`src/rtl/uart_tx_scheduler_if.sv`:
```
// Producer and uart-side handshake bundle for uart_tx_scheduler.
//   req / req_data   : per-producer request level and byte (byte i at [8i+7:8i])
//   ack              : one-hot capture pulse back to the producers
//   transmit/tx_byte : launch pulse and byte toward the uart core
//   is_transmitting  : uart line-busy flag
// master = scheduler side, slave = producers + uart side.
interface uart_tx_scheduler_if #(
   parameter int unsigned NUM_REQ = 4
);
   logic [NUM_REQ-1:0]   req;
   logic [8*NUM_REQ-1:0] req_data;
   logic [NUM_REQ-1:0]   ack;
   logic                 transmit;
   logic [7:0]           tx_byte;
   logic                 is_transmitting;

   modport master (
      input  req, req_data, is_transmitting,
      output ack, transmit, tx_byte
   );

   modport slave (
      output req, req_data, is_transmitting,
      input  ack, transmit, tx_byte
   );
endinterface

```
`src/rtl/uart_tx_scheduler.sv`:
```
// Round-robin scheduler sharing one uart transmitter between NUM_REQ producers.
// One byte is taken per grant and launched with a single-cycle transmit pulse;
// the uart busy flag is then tracked, an optional gap is inserted, and a
// sticky error is raised if the uart never acknowledges a launch.
// Ports:
//   clk, rst        : clock, asynchronous active-high reset
//   bus (master)    : req/req_data/ack producer handshake, transmit/tx_byte/
//                     is_transmitting uart connection
//   busy            : combinational, high whenever the FSM is not IDLE
//   last_grant      : index of the most recent grant
//   start_err       : sticky launch-timeout flag
//   err_clear       : clears start_err (a simultaneous set wins)
module uart_tx_scheduler #(
   parameter int unsigned NUM_REQ       = 4,
   parameter int unsigned START_TIMEOUT = 16,
   parameter int unsigned GAP_CYCLES    = 0
) (
   input  logic                       clk,
   input  logic                       rst,
   uart_tx_scheduler_if.master        bus,
   output logic                       busy,
   output logic [$clog2(NUM_REQ)-1:0] last_grant,
   output logic                       start_err,
   input  logic                       err_clear
);

   localparam int unsigned IDX_W    = $clog2(NUM_REQ);
   localparam int unsigned CNT_MAX  = (START_TIMEOUT > GAP_CYCLES) ? START_TIMEOUT : GAP_CYCLES;
   localparam int unsigned CNT_W    = $clog2(CNT_MAX);
   localparam int unsigned TO_LAST  = START_TIMEOUT - 1;
   // The cycle that observes is_transmitting low already counts as the first
   // idle gap cycle, so the GAP state itself lasts GAP_CYCLES-1 cycles.
   localparam int unsigned GAP_LAST = (GAP_CYCLES > 1) ? GAP_CYCLES - 2 : 0;

   typedef enum logic [1:0] {
      IDLE       = 2'd0,
      WAIT_START = 2'd1,
      WAIT_DONE  = 2'd2,
      GAP        = 2'd3
   } state_t;

   state_t             state;
   state_t             state_nxt;
   logic [CNT_W-1:0]   cnt;
   logic [CNT_W-1:0]   cnt_nxt;
   logic [IDX_W-1:0]   last_grant_nxt;
   logic [NUM_REQ-1:0] ack_nxt;
   logic               transmit_nxt;
   logic [7:0]         tx_byte_nxt;
   logic               start_err_nxt;

   logic [7:0]         req_byte [NUM_REQ];
   logic               win_found;
   logic [IDX_W-1:0]   win_idx;

   // Requester index 'off' positions after 'base', wrapping modulo NUM_REQ.
   function automatic logic [IDX_W-1:0] rr_index(input logic [IDX_W-1:0] base,
                                                 input int unsigned      off);
      return IDX_W'((32'(base) + off) % NUM_REQ);
   endfunction

   // Unpack the flat producer byte bus.
   always_comb begin
      for (int unsigned i = 0; i < NUM_REQ; i++) begin
         req_byte[i] = bus.req_data[8*i +: 8];
      end
   end

   // Round-robin winner: first set request after the last grant.
   always_comb begin
      win_found = 1'b0;
      win_idx   = last_grant;
      for (int unsigned k = 1; k <= NUM_REQ; k++) begin
         if (!win_found && bus.req[rr_index(last_grant, k)]) begin
            win_found = 1'b1;
            win_idx   = rr_index(last_grant, k);
         end
      end
   end

   // State and registered outputs.
   always_ff @(posedge clk or posedge rst) begin
      if (rst) begin
         state        <= IDLE;
         cnt          <= '0;
         last_grant   <= IDX_W'(NUM_REQ - 1);
         bus.ack      <= '0;
         bus.transmit <= 1'b0;
         bus.tx_byte  <= 8'h00;
         start_err    <= 1'b0;
      end else begin
         state        <= state_nxt;
         cnt          <= cnt_nxt;
         last_grant   <= last_grant_nxt;
         bus.ack      <= ack_nxt;
         bus.transmit <= transmit_nxt;
         bus.tx_byte  <= tx_byte_nxt;
         start_err    <= start_err_nxt;
      end
   end

   // Next-state and next-output logic.
   always_comb begin
      state_nxt      = state;
      cnt_nxt        = cnt;
      last_grant_nxt = last_grant;
      ack_nxt        = '0;
      transmit_nxt   = 1'b0;
      tx_byte_nxt    = bus.tx_byte;
      start_err_nxt  = start_err & ~err_clear;

      case (state)
         IDLE: begin
            if (win_found && !bus.is_transmitting) begin
               tx_byte_nxt      = req_byte[win_idx];
               ack_nxt[win_idx] = 1'b1;
               transmit_nxt     = 1'b1;
               last_grant_nxt   = win_idx;
               cnt_nxt          = '0;
               state_nxt        = WAIT_START;
            end
         end
         WAIT_START: begin
            if (bus.is_transmitting) begin
               cnt_nxt   = '0;
               state_nxt = WAIT_DONE;
            end else if (cnt == CNT_W'(TO_LAST)) begin
               // Launch never acknowledged: byte is dropped, not retried.
               start_err_nxt = 1'b1;
               cnt_nxt       = '0;
               state_nxt     = IDLE;
            end else begin
               cnt_nxt = cnt + CNT_W'(1);
            end
         end
         WAIT_DONE: begin
            if (!bus.is_transmitting) begin
               cnt_nxt   = '0;
               state_nxt = (GAP_CYCLES > 1) ? GAP : IDLE;
            end
         end
         GAP: begin
            if (cnt == CNT_W'(GAP_LAST)) begin
               cnt_nxt   = '0;
               state_nxt = IDLE;
            end else begin
               cnt_nxt = cnt + CNT_W'(1);
            end
         end
         default: begin
            cnt_nxt   = '0;
            state_nxt = IDLE;
         end
      endcase
   end

   assign busy = (state != IDLE);

endmodule

```
`src/flat_wrapper.sv`:
```
// flat-port wrapper written by rule: the top's interface ports become plain ports
module uart_tx_scheduler_flat 
#(
   parameter int unsigned NUM_REQ       = 4,
   parameter int unsigned START_TIMEOUT = 16,
   parameter int unsigned GAP_CYCLES    = 0
)
  (clk, rst, busy, last_grant, start_err, err_clear, bus_req, bus_req_data, bus_is_transmitting, bus_ack, bus_transmit, bus_tx_byte);
  uart_tx_scheduler_if #(.NUM_REQ(NUM_REQ)) bus_i ();
  input  logic clk;
  input  logic rst;
  output logic busy;
  output logic [$clog2(NUM_REQ)-1:0] last_grant;
  output logic start_err;
  input  logic err_clear;
  input wire logic [$bits(bus_i.req)-1:0] bus_req;
  input wire logic [$bits(bus_i.req_data)-1:0] bus_req_data;
  input wire logic [$bits(bus_i.is_transmitting)-1:0] bus_is_transmitting;
  output wire logic [$bits(bus_i.ack)-1:0] bus_ack;
  output wire logic [$bits(bus_i.transmit)-1:0] bus_transmit;
  output wire logic [$bits(bus_i.tx_byte)-1:0] bus_tx_byte;
  assign bus_i.req = bus_req;
  assign bus_i.req_data = bus_req_data;
  assign bus_i.is_transmitting = bus_is_transmitting;
  assign bus_ack = bus_i.ack;
  assign bus_transmit = bus_i.transmit;
  assign bus_tx_byte = bus_i.tx_byte;
  uart_tx_scheduler #(.NUM_REQ(NUM_REQ), .START_TIMEOUT(START_TIMEOUT), .GAP_CYCLES(GAP_CYCLES)) u_core (.clk(clk), .rst(rst), .bus(bus_i), .busy(busy), .last_grant(last_grant), .start_err(start_err), .err_clear(err_clear));
endmodule
```
`config.mk`:
```
export PLATFORM = sky130hd
export DESIGN_NAME = uart_tx_scheduler_flat
export DESIGN_NICKNAME = d
export VERILOG_FILES = /design/src/rtl/uart_tx_scheduler_if.sv /design/src/rtl/uart_tx_scheduler.sv /design/src/flat_wrapper.sv
export SDC_FILE = /design/constraint.sdc
export NUM_CORES = 1
export LEC_CHECK = 0
export CORE_ASPECT_RATIO = 0.5
export CORE_MARGIN = 2
export CORE_UTILIZATION = 40
export CTS_BUF_LIST = sky130_fd_sc_hd__clkbuf_4 sky130_fd_sc_hd__clkbuf_8
export CTS_CLUSTER_DIAMETER = 60
export CTS_CLUSTER_SIZE = 12
export DETAILED_ROUTE_END_ITERATION = 8
export GPL_TIMING_DRIVEN = 0
export MAX_ROUTING_LAYER = met4
export PLACE_DENSITY = 0.83
export SYNTH_ARGS = -nofsm -noshare
export SYNTH_HDL_FRONTEND = slang
export SYNTH_SLANG_ARGS = --single-unit
export TNS_END_PERCENT = 30
```
`constraint.sdc`:
```
create_clock -name clk -period 3.39 [get_ports clk]
set_input_delay 0.5085 -clock clk [delete_from_list [all_inputs] [get_ports clk]]
set_output_delay 0.5085 -clock clk [all_outputs]
set_load 0.005 [all_outputs]
```
Yosys cells after proc, flatten, opt, wreduce, memory -nomap -nowiden
Index checks and enable logic that the tools add are counted.
Storage, ports and cells
  memory bits (writable): 0
  bits in registers: 22
  bits in latches: 0
  memories: 0
  bits in read-only memories: 0
  output and inout port bits: 17
  input bits: 40
  word-level logic and storage cells: 85
Cells by class
  eq/ne operators: 8
  muxes and demuxes: 40
  reduce and logical (&&, ||, !) cells: 15
  $mul: 0
  add/sub/neg operators: 5
  divide/modulo/power cells: 0
  order comparisons: 7
  bitwise gates (word level): 3
  shifts and indexed selects: 0
Operator list (count)
  4-bit 2-to-1 mux: 7
  2-bit 2-to-1 mux: 9
  8-bit binary-select mux with 2-bit select: 1
  8-bit 2-to-1 mux: 2
  4-bit case mux with 4 select lines: 1
  2-bit by 3-bit less-than comparator with 1-bit output, second input constant: 5
  1-bit 2-to-1 mux: 14
  1-bit binary-select mux with 2-bit select: 4
  2-bit case mux with 4 select lines: 1
  1-bit logical AND: 5
  2-bit by 1-bit adder with 2-bit output, second input constant: 2
  2-bit adder, second input constant: 2
  4-bit by 1-bit adder with 4-bit output, second input constant: 1
  2-bit == test, second input constant: 2
  4-bit == test, second input constant: 1
  1-bit zero test: 4
  4-bit zero test: 1
  2-bit by 1-bit != test with 1-bit output, second input constant: 2
  2-bit AND reduction: 2
  4-bit AND reduction: 1
  3-bit >= comparator, second input constant: 1
  3-bit by 2-bit != test with 1-bit output, second input constant: 1
  2-bit inverter with 3-bit output: 1
  1-bit demux with 2-bit select: 1
  other kinds (7): 7

Longest topological paths before layout
Gate-level depths: netlist (run 1).
  word-level depth: 19
  depth in mapped cells: 7
  gate-level depth less buffers: 7

Worst setup path before layout (run 1)
OpenSTA, ideal clock, no wires.
  path kind: register to register
  start point: reg u_core.last_grant[1]
  end point: reg u_core.bus.tx_byte[0]
  required time: 3.258 ns
  clock period less this slack: 1.741 ns
  setup time: 0.132 ns
  path buffers: 2
  setup slack: 1.649 ns
  data arrival time: 1.609 ns
  cell stages (with the launch flop): 8
  cell sequence: dfstp_2 -> buf_6 -> nand2b_1 -> a21oi_4 -> nor3_4 -> buf_6 -> mux2i_1 -> o211ai_1
On the way
  cells in the longest elaborated chain, start to end: 17
  elaborated cells on any way between the ends: 32
  those cells by class: add/sub: 4; mux: 19; bitwise: 1; reduce/logical: 8
RTL lines
  start, declared: RTL line uart_tx_scheduler.sv:22  | output logic [$clog2(NUM_REQ)-1:0] last_grant,
  start signal, assigned: RTL line uart_tx_scheduler.sv:86  | last_grant <= IDX_W'(NUM_REQ - 1);
  start signal, assigned: RTL line uart_tx_scheduler.sv:94  | last_grant <= last_grant_nxt;
  2-bit by 1-bit adder with 2-bit output: RTL line uart_tx_scheduler.sv:59  | return IDX_W'((32'(base) + off) % NUM_REQ);
  1-bit binary-select mux with 2-bit select: RTL line uart_tx_scheduler.sv:74  | if (!win_found && bus.req[rr_index(last_grant, k)]) begin
  1-bit 2-to-1 mux (implied by the code): RTL line uart_tx_scheduler.sv:74
  1-bit 2-to-1 mux: RTL line uart_tx_scheduler.sv:74
  1-bit zero test: RTL line uart_tx_scheduler.sv:74
  1-bit logical AND: RTL line uart_tx_scheduler.sv:74
  1-bit 2-to-1 mux: RTL line uart_tx_scheduler.sv:74
  1-bit zero test: RTL line uart_tx_scheduler.sv:74
  1-bit logical AND: RTL line uart_tx_scheduler.sv:74
  1-bit 2-to-1 mux: RTL line uart_tx_scheduler.sv:74
  1-bit zero test: RTL line uart_tx_scheduler.sv:74
  1-bit logical AND: RTL line uart_tx_scheduler.sv:74
  2-bit 2-to-1 mux: RTL line uart_tx_scheduler.sv:74
  2-bit inverter with 3-bit output (implied by the code): RTL line uart_tx_scheduler.sv:115  | tx_byte_nxt = req_byte[win_idx];
  8-bit binary-select mux with 2-bit select: RTL line uart_tx_scheduler.sv:115
  8-bit 2-to-1 mux (implied by the code) (2 in a row): RTL line uart_tx_scheduler.sv:115
  end signal, assigned: RTL line uart_tx_scheduler.sv:97  | bus.tx_byte <= tx_byte_nxt;
  end, declared: RTL line uart_tx_scheduler_if.sv:19  | output ack, transmit, tx_byte
Parallel ways exist; a longest one is shown, timed or not. The select of a mux whose other input is x is not followed.
A chain may end at the register's enable or synchronous reset.

Worst setup path after layout (run 1)
  start point: in bus_req[0]
  end point: reg u_core.bus.tx_byte[0]
On the way
  cells in the longest elaborated chain, start to end: 16
  elaborated cells on any way between the ends: 28
  those cells by class: mux: 19; bitwise: 1; reduce/logical: 8
RTL lines
  start, declared: RTL line flat_wrapper.sv:16  | input wire logic [$bits(bus_i.req)-1:0] bus_req;
  1-bit binary-select mux with 2-bit select: RTL line uart_tx_scheduler.sv:74
  1-bit 2-to-1 mux (implied by the code): RTL line uart_tx_scheduler.sv:74
  1-bit 2-to-1 mux: RTL line uart_tx_scheduler.sv:74
  1-bit zero test: RTL line uart_tx_scheduler.sv:74
  1-bit logical AND: RTL line uart_tx_scheduler.sv:74
  1-bit 2-to-1 mux: RTL line uart_tx_scheduler.sv:74
  1-bit zero test: RTL line uart_tx_scheduler.sv:74
  1-bit logical AND: RTL line uart_tx_scheduler.sv:74
  1-bit 2-to-1 mux: RTL line uart_tx_scheduler.sv:74
  1-bit zero test: RTL line uart_tx_scheduler.sv:74
  1-bit logical AND: RTL line uart_tx_scheduler.sv:74
  2-bit 2-to-1 mux: RTL line uart_tx_scheduler.sv:74
  2-bit inverter with 3-bit output (implied by the code): RTL line uart_tx_scheduler.sv:115
  8-bit binary-select mux with 2-bit select: RTL line uart_tx_scheduler.sv:115
  8-bit 2-to-1 mux (implied by the code) (2 in a row): RTL line uart_tx_scheduler.sv:115
Parallel ways exist; a longest one is shown, timed or not. The select of a mux whose other input is x is not followed.

==> impl_metrics.env, run 1 <==
export IMPL_status="finished, final reports clean"
export IMPL_hold_buffers=0
export IMPL_postCtsSetupRepairBufs=0
export IMPL_drt_total_wl_um=3907
export IMPL_final_common_cell="clkdlybuf4s50_1"
export IMPL_r2r_start="u_core.last_grant[1]$_DFFE_PP1P_"
export IMPL_die_w_um=86.69
export IMPL_antenna_left=0
export IMPL_finalCriticalPeriod_ns=2.087
export IMPL_io_buffers=56
export IMPL_min_from="u_core.bus.tx_byte[7]$_DFFE_PP0P_"
export IMPL_critical_path_arrival_ns=2.23
export IMPL_hold_viol_final=0
export IMPL_grt_pass1_vias=1244
export IMPL_ys_ff_latch=22
export IMPL_max_freq_ghz=0.4792
export IMPL_slowest_delay_ns=0.55
export IMPL_antenna_found_initial=0
export IMPL_gp_congestion=0.8384
export IMPL_final_nets=244
export IMPL_min_to="u_core.bus.tx_byte[7]$_DFFE_PP0P_"
export IMPL_crit_path_frequent_cell="buf_6"
export IMPL_synth_top_flop_cell="dfrtp_1"
export IMPL_clk_pin_slew_ns=0.08
export IMPL_vias=1336
export IMPL_cts_sinks=22
export IMPL_cts_tree="yes"
export IMPL_rsz0062_at_grt="no"
export IMPL_critical_path_max_fanout=10
export IMPL_drt_iter0_drc=109
export IMPL_maxCapViolations=0
export IMPL_firstDrtPassIters=4
export IMPL_async_flop_share=1.000
export IMPL_drc=0
export IMPL_ios=57
export IMPL_r2r_setup_slack_ns=1.46
export IMPL_setup_tns_ns=0
export IMPL_die_area_sq_um=3931
export IMPL_startpoint_type="primary input"
export IMPL_cts_root_buf="clkbuf_8"
export IMPL_grt_use_total=0.2175
export IMPL_h_tree_depth=1
export IMPL_ir_drop_mv=0.2877
export IMPL_skew_ns=0.007888
export IMPL_fp_dieH_um=45.35
export IMPL_clock_latency_ns=0.27
export IMPL_grt_ovfl_total=0
export IMPL_clock_path_buffers=2
export IMPL_fin_crit_sh=0.6155
export IMPL_powerDensity_nw_per_um2=710.4
export IMPL_slew_headroom=0.4349
export IMPL_r2r_end="u_core.bus.tx_byte[0]$_DFFE_PP0P_"
export IMPL_finalInstanceArea_sq_um=2049
export IMPL_path_cells="clkdlybuf4s50_1 -> and3b_4 -> buf_6 -> nor3_4 -> buf_6 -> mux2i_1 -> o211ai_1"
export IMPL_fin_util=0.6536
export IMPL_r2r_cells=7
export IMPL_hold_path_class="flop to flop"
export IMPL_area_growth_syn_to_layout_pct=49.86
export IMPL_tightest_slew_ns=0.8467
export IMPL_grt_max_degree=23
export IMPL_synth_nets=183
export IMPL_wl_per_cell_um=16.21
export IMPL_crit_slowest_cell="clkdlybuf4s50_1"
export IMPL_syn_instance_count=141
export IMPL_yosysUniqueCellTypes=37
export IMPL_grt_pass1_wl_um=6285
export IMPL_synth_edff_count=0
export IMPL_min_delay_path_depth=2
export IMPL_yosysWarnings=0
export IMPL_num_rows=14
export IMPL_syn_cell_area_sq_um=1368
export IMPL_coreArea_sq_um=3136
export IMPL_mostFrequentLayoutCells="clkdlybuf4s50_1, dfrtp_1, nand2_1"
export IMPL_cp_required_ns=3.53
export IMPL_drive_gt1_frac=0.09950
export IMPL_avgSynthCellArea_sq_um=9.699
export IMPL_ctsResizeCount=0
export IMPL_postPlaceCellArea_sq_um=1978
export IMPL_p_leak_uw=0.0008516
export IMPL_yosysSeqAreaShare=0.4044
export IMPL_dp_hpwl_um=2784
export IMPL_numCtsBuffers=3
export IMPL_start_util=0.4362
export IMPL_diodes=0
export IMPL_critPathKind="primary input to flop"
export IMPL_routed_via_density=5.544
export IMPL_finalSetupViolations=0
export IMPL_end_kind="flop"
export IMPL_maxSlewViolCount=0
cell type report:
cell class | count | area, sq um
flip-flops and latches | 22 | 553.0
clock inverters | 1 | 30.03
well taps | 40 | 50.05
inverters | 8 | 30.03
multi-input cells | 104 | 725.7
fillers | 239 | 1086
plain buffers | 7 | 58.81
clock buffers | 3 | 41.29
repair buffers | 56 | 560.5
registers in the layout, summed over array words and instances, names as in the netlist:
register / count
u_core.bus.tx_byte: 8
u_core.bus.transmit: 1
u_core.state: 2
u_core.start_err: 1
u_core.cnt: 4
u_core.bus.ack: 4
u_core.last_grant: 2
kinds of logic after synthesis:
family | share of synthesized area
compound gates | 0.2425
fa+ha+maj | 0.01830
buf+inv | 0.06496
flops | 0.4044
mux | 0.05856
simple gates | 0.2114
synth_stat cells (2+ instances only):
| cell | n | area, sq um |
|---|---|---|
| nand2_1 | 12 | 45.04 |
| nand2b_1 | 5 | 31.28 |
| dfrtp_1 | 20 | 500.5 |
| buf_2 | 2 | 10.01 |
| mux2i_1 | 8 | 80.08 |
| o21ai_0 | 7 | 35.03 |
| nand3_1 | 3 | 15.01 |
| inv_1 | 8 | 30.03 |
| nand4_1 | 9 | 56.30 |
| and3_1 | 2 | 12.51 |
| ha_1 | 2 | 25.02 |
| dfstp_2 | 2 | 52.55 |
| a211o_1 | 8 | 70.07 |
| o211ai_1 | 8 | 60.06 |
| buf_6 | 4 | 45.04 |
| a21oi_4 | 2 | 32.53 |
| a21oi_1 | 5 | 25.02 |
| o31ai_1 | 8 | 60.06 |
| a21o_1 | 2 | 15.01 |
| nor2_1 | 7 | 26.28 |
per-layer routing:
metal / up-vias / GRT usage / part of all wire
met2: 45 / 0.3554 / 0.49
met4: 0 / 0.05313 / 0.013
met3: 8 / 0.05850 / 0.041
met5: - / - / 0
li1: 648 / - / -
met1: 635 / 0.2741 / 0.45
worst max-delay path: cells and delay by family:
kind | cells | cell delay [ns]
compound gates | 1 | 0.10
buf+inv | 3 | 0.88
mux | 1 | 0.21
simple gates | 2 | 0.53
power breakdown:
group / switching [uW] / internal (uW)
Sequential: 64.2 / 361
Combinational: 378 / 398
Clock: 96.1 / 158
through the flow:
step | power (uW) | hold slack [ns] | worst slack, ns | cells
global placement | 1171 | 0.4930 | 1.039 | 237
detailed placement | 1195 | 0.5032 | 1.021 | 237
global route | 1557 | 0.5437 | 1.094 | 241
floorplan | 889.7 | 0.4794 | 1.649 | 141
CTS | 1451 | 0.5236 | 1.293 | 241
finish | 1456 | 0.5177 | 1.303 | 241
how the worst max path moves through the flow:
stage	startpoint	end	slack, ns	cells past startpoint
CTS	bus_req[0]	u_core.bus.tx_byte[0]$_DFFE_PP0P_	1.29	7
finish	bus_req[0]	u_core.bus.tx_byte[0]$_DFFE_PP0P_	1.30	7
global placement	bus_req[0]	u_core.bus.tx_byte[1]$_DFFE_PP0P_	1.04	7
global route	bus_req[2]	u_core.bus.tx_byte[1]$_DFFE_PP0P_	1.09	6
detailed placement	bus_req[0]	u_core.bus.tx_byte[6]$_DFFE_PP0P_	1.02	7
floorplan	u_core.last_grant[1]$_DFFE_PP1P_	u_core.bus.tx_byte[0]$_DFFE_PP0P_	1.65	7
No activity file was read; power rests on OpenSTA's default activity.
==> run 2: changes to the inputs <==
==> constraint.sdc (replaced) <==
create_clock -name clk -period 2 [get_ports clk]
set_input_delay 0.3 -clock clk [delete_from_list [all_inputs] [get_ports clk]]
set_output_delay 0.3 -clock clk [all_outputs]
set_load 0.005 [all_outputs]
==> impl_metrics.env, run 2 (synthesis results as in run 1) <==
export IMPL_n_fill_cell=236
export IMPL_mostFrequentLayoutCells="clkdlybuf4s50_1, dfrtp_1, nand2_1"
export IMPL_status="finished, final reports clean"
export IMPL_io_buffers=56
export IMPL_cts_sinks=22
export IMPL_finalCriticalPeriod_ns=1.875
export IMPL_largest_reg_flops=8
export IMPL_hold_buffers=0
export IMPL_reg_top3="u_core.bus.tx_byte (8), u_core.bus.ack (4), u_core.cnt (4)"
export IMPL_fin_util=0.6572
export IMPL_hold_viol_final=0
export IMPL_ir_drop_mv=0.4723
export IMPL_gp_congestion=0.8384
export IMPL_dp_cells=237
export IMPL_firstDrtPassIters=5
export IMPL_powerDensity_nw_per_um2=1211
export IMPL_wl_per_cell_um=16.31
export IMPL_slowest_delay_ns=0.52
export IMPL_antenna_left=0
export IMPL_max_freq_ghz=0.5332
export IMPL_antenna_found_initial=0
export IMPL_drc=0
export IMPL_critical_path_max_fanout=10
export IMPL_diodes=0
export IMPL_numCtsBuffers=3
export IMPL_path_cells="clkdlybuf4s50_1 -> nor4_1 -> or4_4 -> inv_1 -> nand2_2 -> o211ai_1"
export IMPL_area_growth_syn_to_layout_pct=50.69
export IMPL_final_common_cell="clkdlybuf4s50_1"
export IMPL_routed_via_density=5.583
export IMPL_p_leak_uw=0.0008600
export IMPL_skew_ns=0.009018
export IMPL_end_kind="flop"
export IMPL_fp_dieH_um=45.35
export IMPL_rsz0062_at_grt="no"
export IMPL_cts_root_buf="clkbuf_8"
export IMPL_critical_path_arrival_ns=2.02
export IMPL_die_w_um=86.69
export IMPL_slew_headroom=0.4363
export IMPL_fin_ws_ns=0.1246
export IMPL_grt_ovfl_total=0
export IMPL_coreArea_sq_um=3136
export IMPL_holdWs_ns=0.5077
export IMPL_die_area_sq_um=3931
export IMPL_drt_total_wl_um=3947
export IMPL_ios=57
export IMPL_fin_crit_sh=0.9377
export IMPL_startpoint_type="primary input"
export IMPL_finalSetupViolations=0
export IMPL_r2r_cells=7
export IMPL_maxCapViolations=0
export IMPL_r2r_setup_slack_ns=0.16
export IMPL_tightest_slew_ns=0.8445
export IMPL_crit_slowest_cell="clkdlybuf4s50_1"
export IMPL_final_nets=245
export IMPL_cts_tree="yes"
export IMPL_final_cells=242
export IMPL_grt_pass1_wl_um=6341
export IMPL_clk_pin_slew_ns=0.09
export IMPL_dp_hpwl_um=2784
export IMPL_maxSlewViolCount=0
export IMPL_crit_start="bus_req[2]"
export IMPL_num_rows=14
export IMPL_start_util=0.4362
export IMPL_r2r_end="u_core.bus.tx_byte[0]$_DFFE_PP0P_"
export IMPL_grt_max_degree=23
export IMPL_vias=1351
export IMPL_critPathKind="primary input to flop"
export IMPL_dp_slack_ns=-0.1601
export IMPL_cp_required_ns=2.14
export IMPL_grt_pass1_vias=1230
export IMPL_hold_path_class="primary input to async pin"
export IMPL_r2r_start="u_core.last_grant[1]$_DFFE_PP1P_"
export IMPL_regMostFlops="u_core.bus.tx_byte"
export IMPL_grt_use_total=0.2192
export IMPL_drive_gt1_frac=0.1089
export IMPL_drt_iter0_drc=105
export IMPL_clock_latency_ns=0.27
export IMPL_clock_path_buffers=2
export IMPL_h_tree_depth=1
run 2: worst max path at each step:
stage          cells past startpoint                           endpoint
2_1_floorplan                      7  u_core.bus.tx_byte[0]$_DFFE_PP0P_
3_3_place_gp                       7  u_core.bus.tx_byte[1]$_DFFE_PP0P_
3_5_place_dp                       7  u_core.bus.tx_byte[6]$_DFFE_PP0P_
4_1_cts                            7  u_core.bus.tx_byte[0]$_DFFE_PP0P_
5_1_grt                            6  u_core.bus.tx_byte[1]$_DFFE_PP0P_
6_report                           6  u_core.bus.tx_byte[1]$_DFFE_PP0P_
run 2: metrics by stage:
stage	TNS, ns	power (uW)	instance area (sq um)
after floorplan	0	1508	1368
after global placement	-1.028	1986	1978
after detailed placement	-1.303	2025	1978
after CTS	0	2459	2049
after global routing	0	2669	2061
final	0	2495	2061
run 2: what timing repair did:
action	in CTS	in global routing
buffers inserted	0	1
endpoints found under the setup margin	0	7
resized for setup	0	4
run 2: power by group:
group | switching (uW) | leakage (uW) | internal [uW]
Combinational | 647 | 0.000541 | 698
Sequential | 109 | 0.000283 | 613
Clock | 160 | 0.0000357 | 268
run 2: layout make-up:
type	instances	area (sq um)	area share
multi-input combinational	104	725.7	0.3522
timing repair buffer	57	568.0	0.2757
sequential	22	553.0	0.2684
buffer	7	62.56	0.03036
tap	40	50.05	0.02429
clock buffer	3	41.29	0.02004
clock inverter	1	30.03	0.01457
inverter	8	30.03	0.01457
run 2: routing by layer:
| layer | up-vias | global-route usage | part of all wire |
|---|---|---|---|
| met5 | - | - | 0 |
| met2 | 54 | 0.3646 | 0.50 |
| met4 | 0 | 0.03438 | 0.0053 |
| met1 | 638 | 0.2786 | 0.43 |
| li1 | 653 | - | - |
| met3 | 6 | 0.05850 | 0.064 |
run 2: worst max-delay path: cells and delay by family:
kind | cells | cell delay [ns]
AOI/OAI and AO/OA | 1 | 0.14
buffers and inverters | 2 | 0.60
and+or+nand+nor | 3 | 0.98
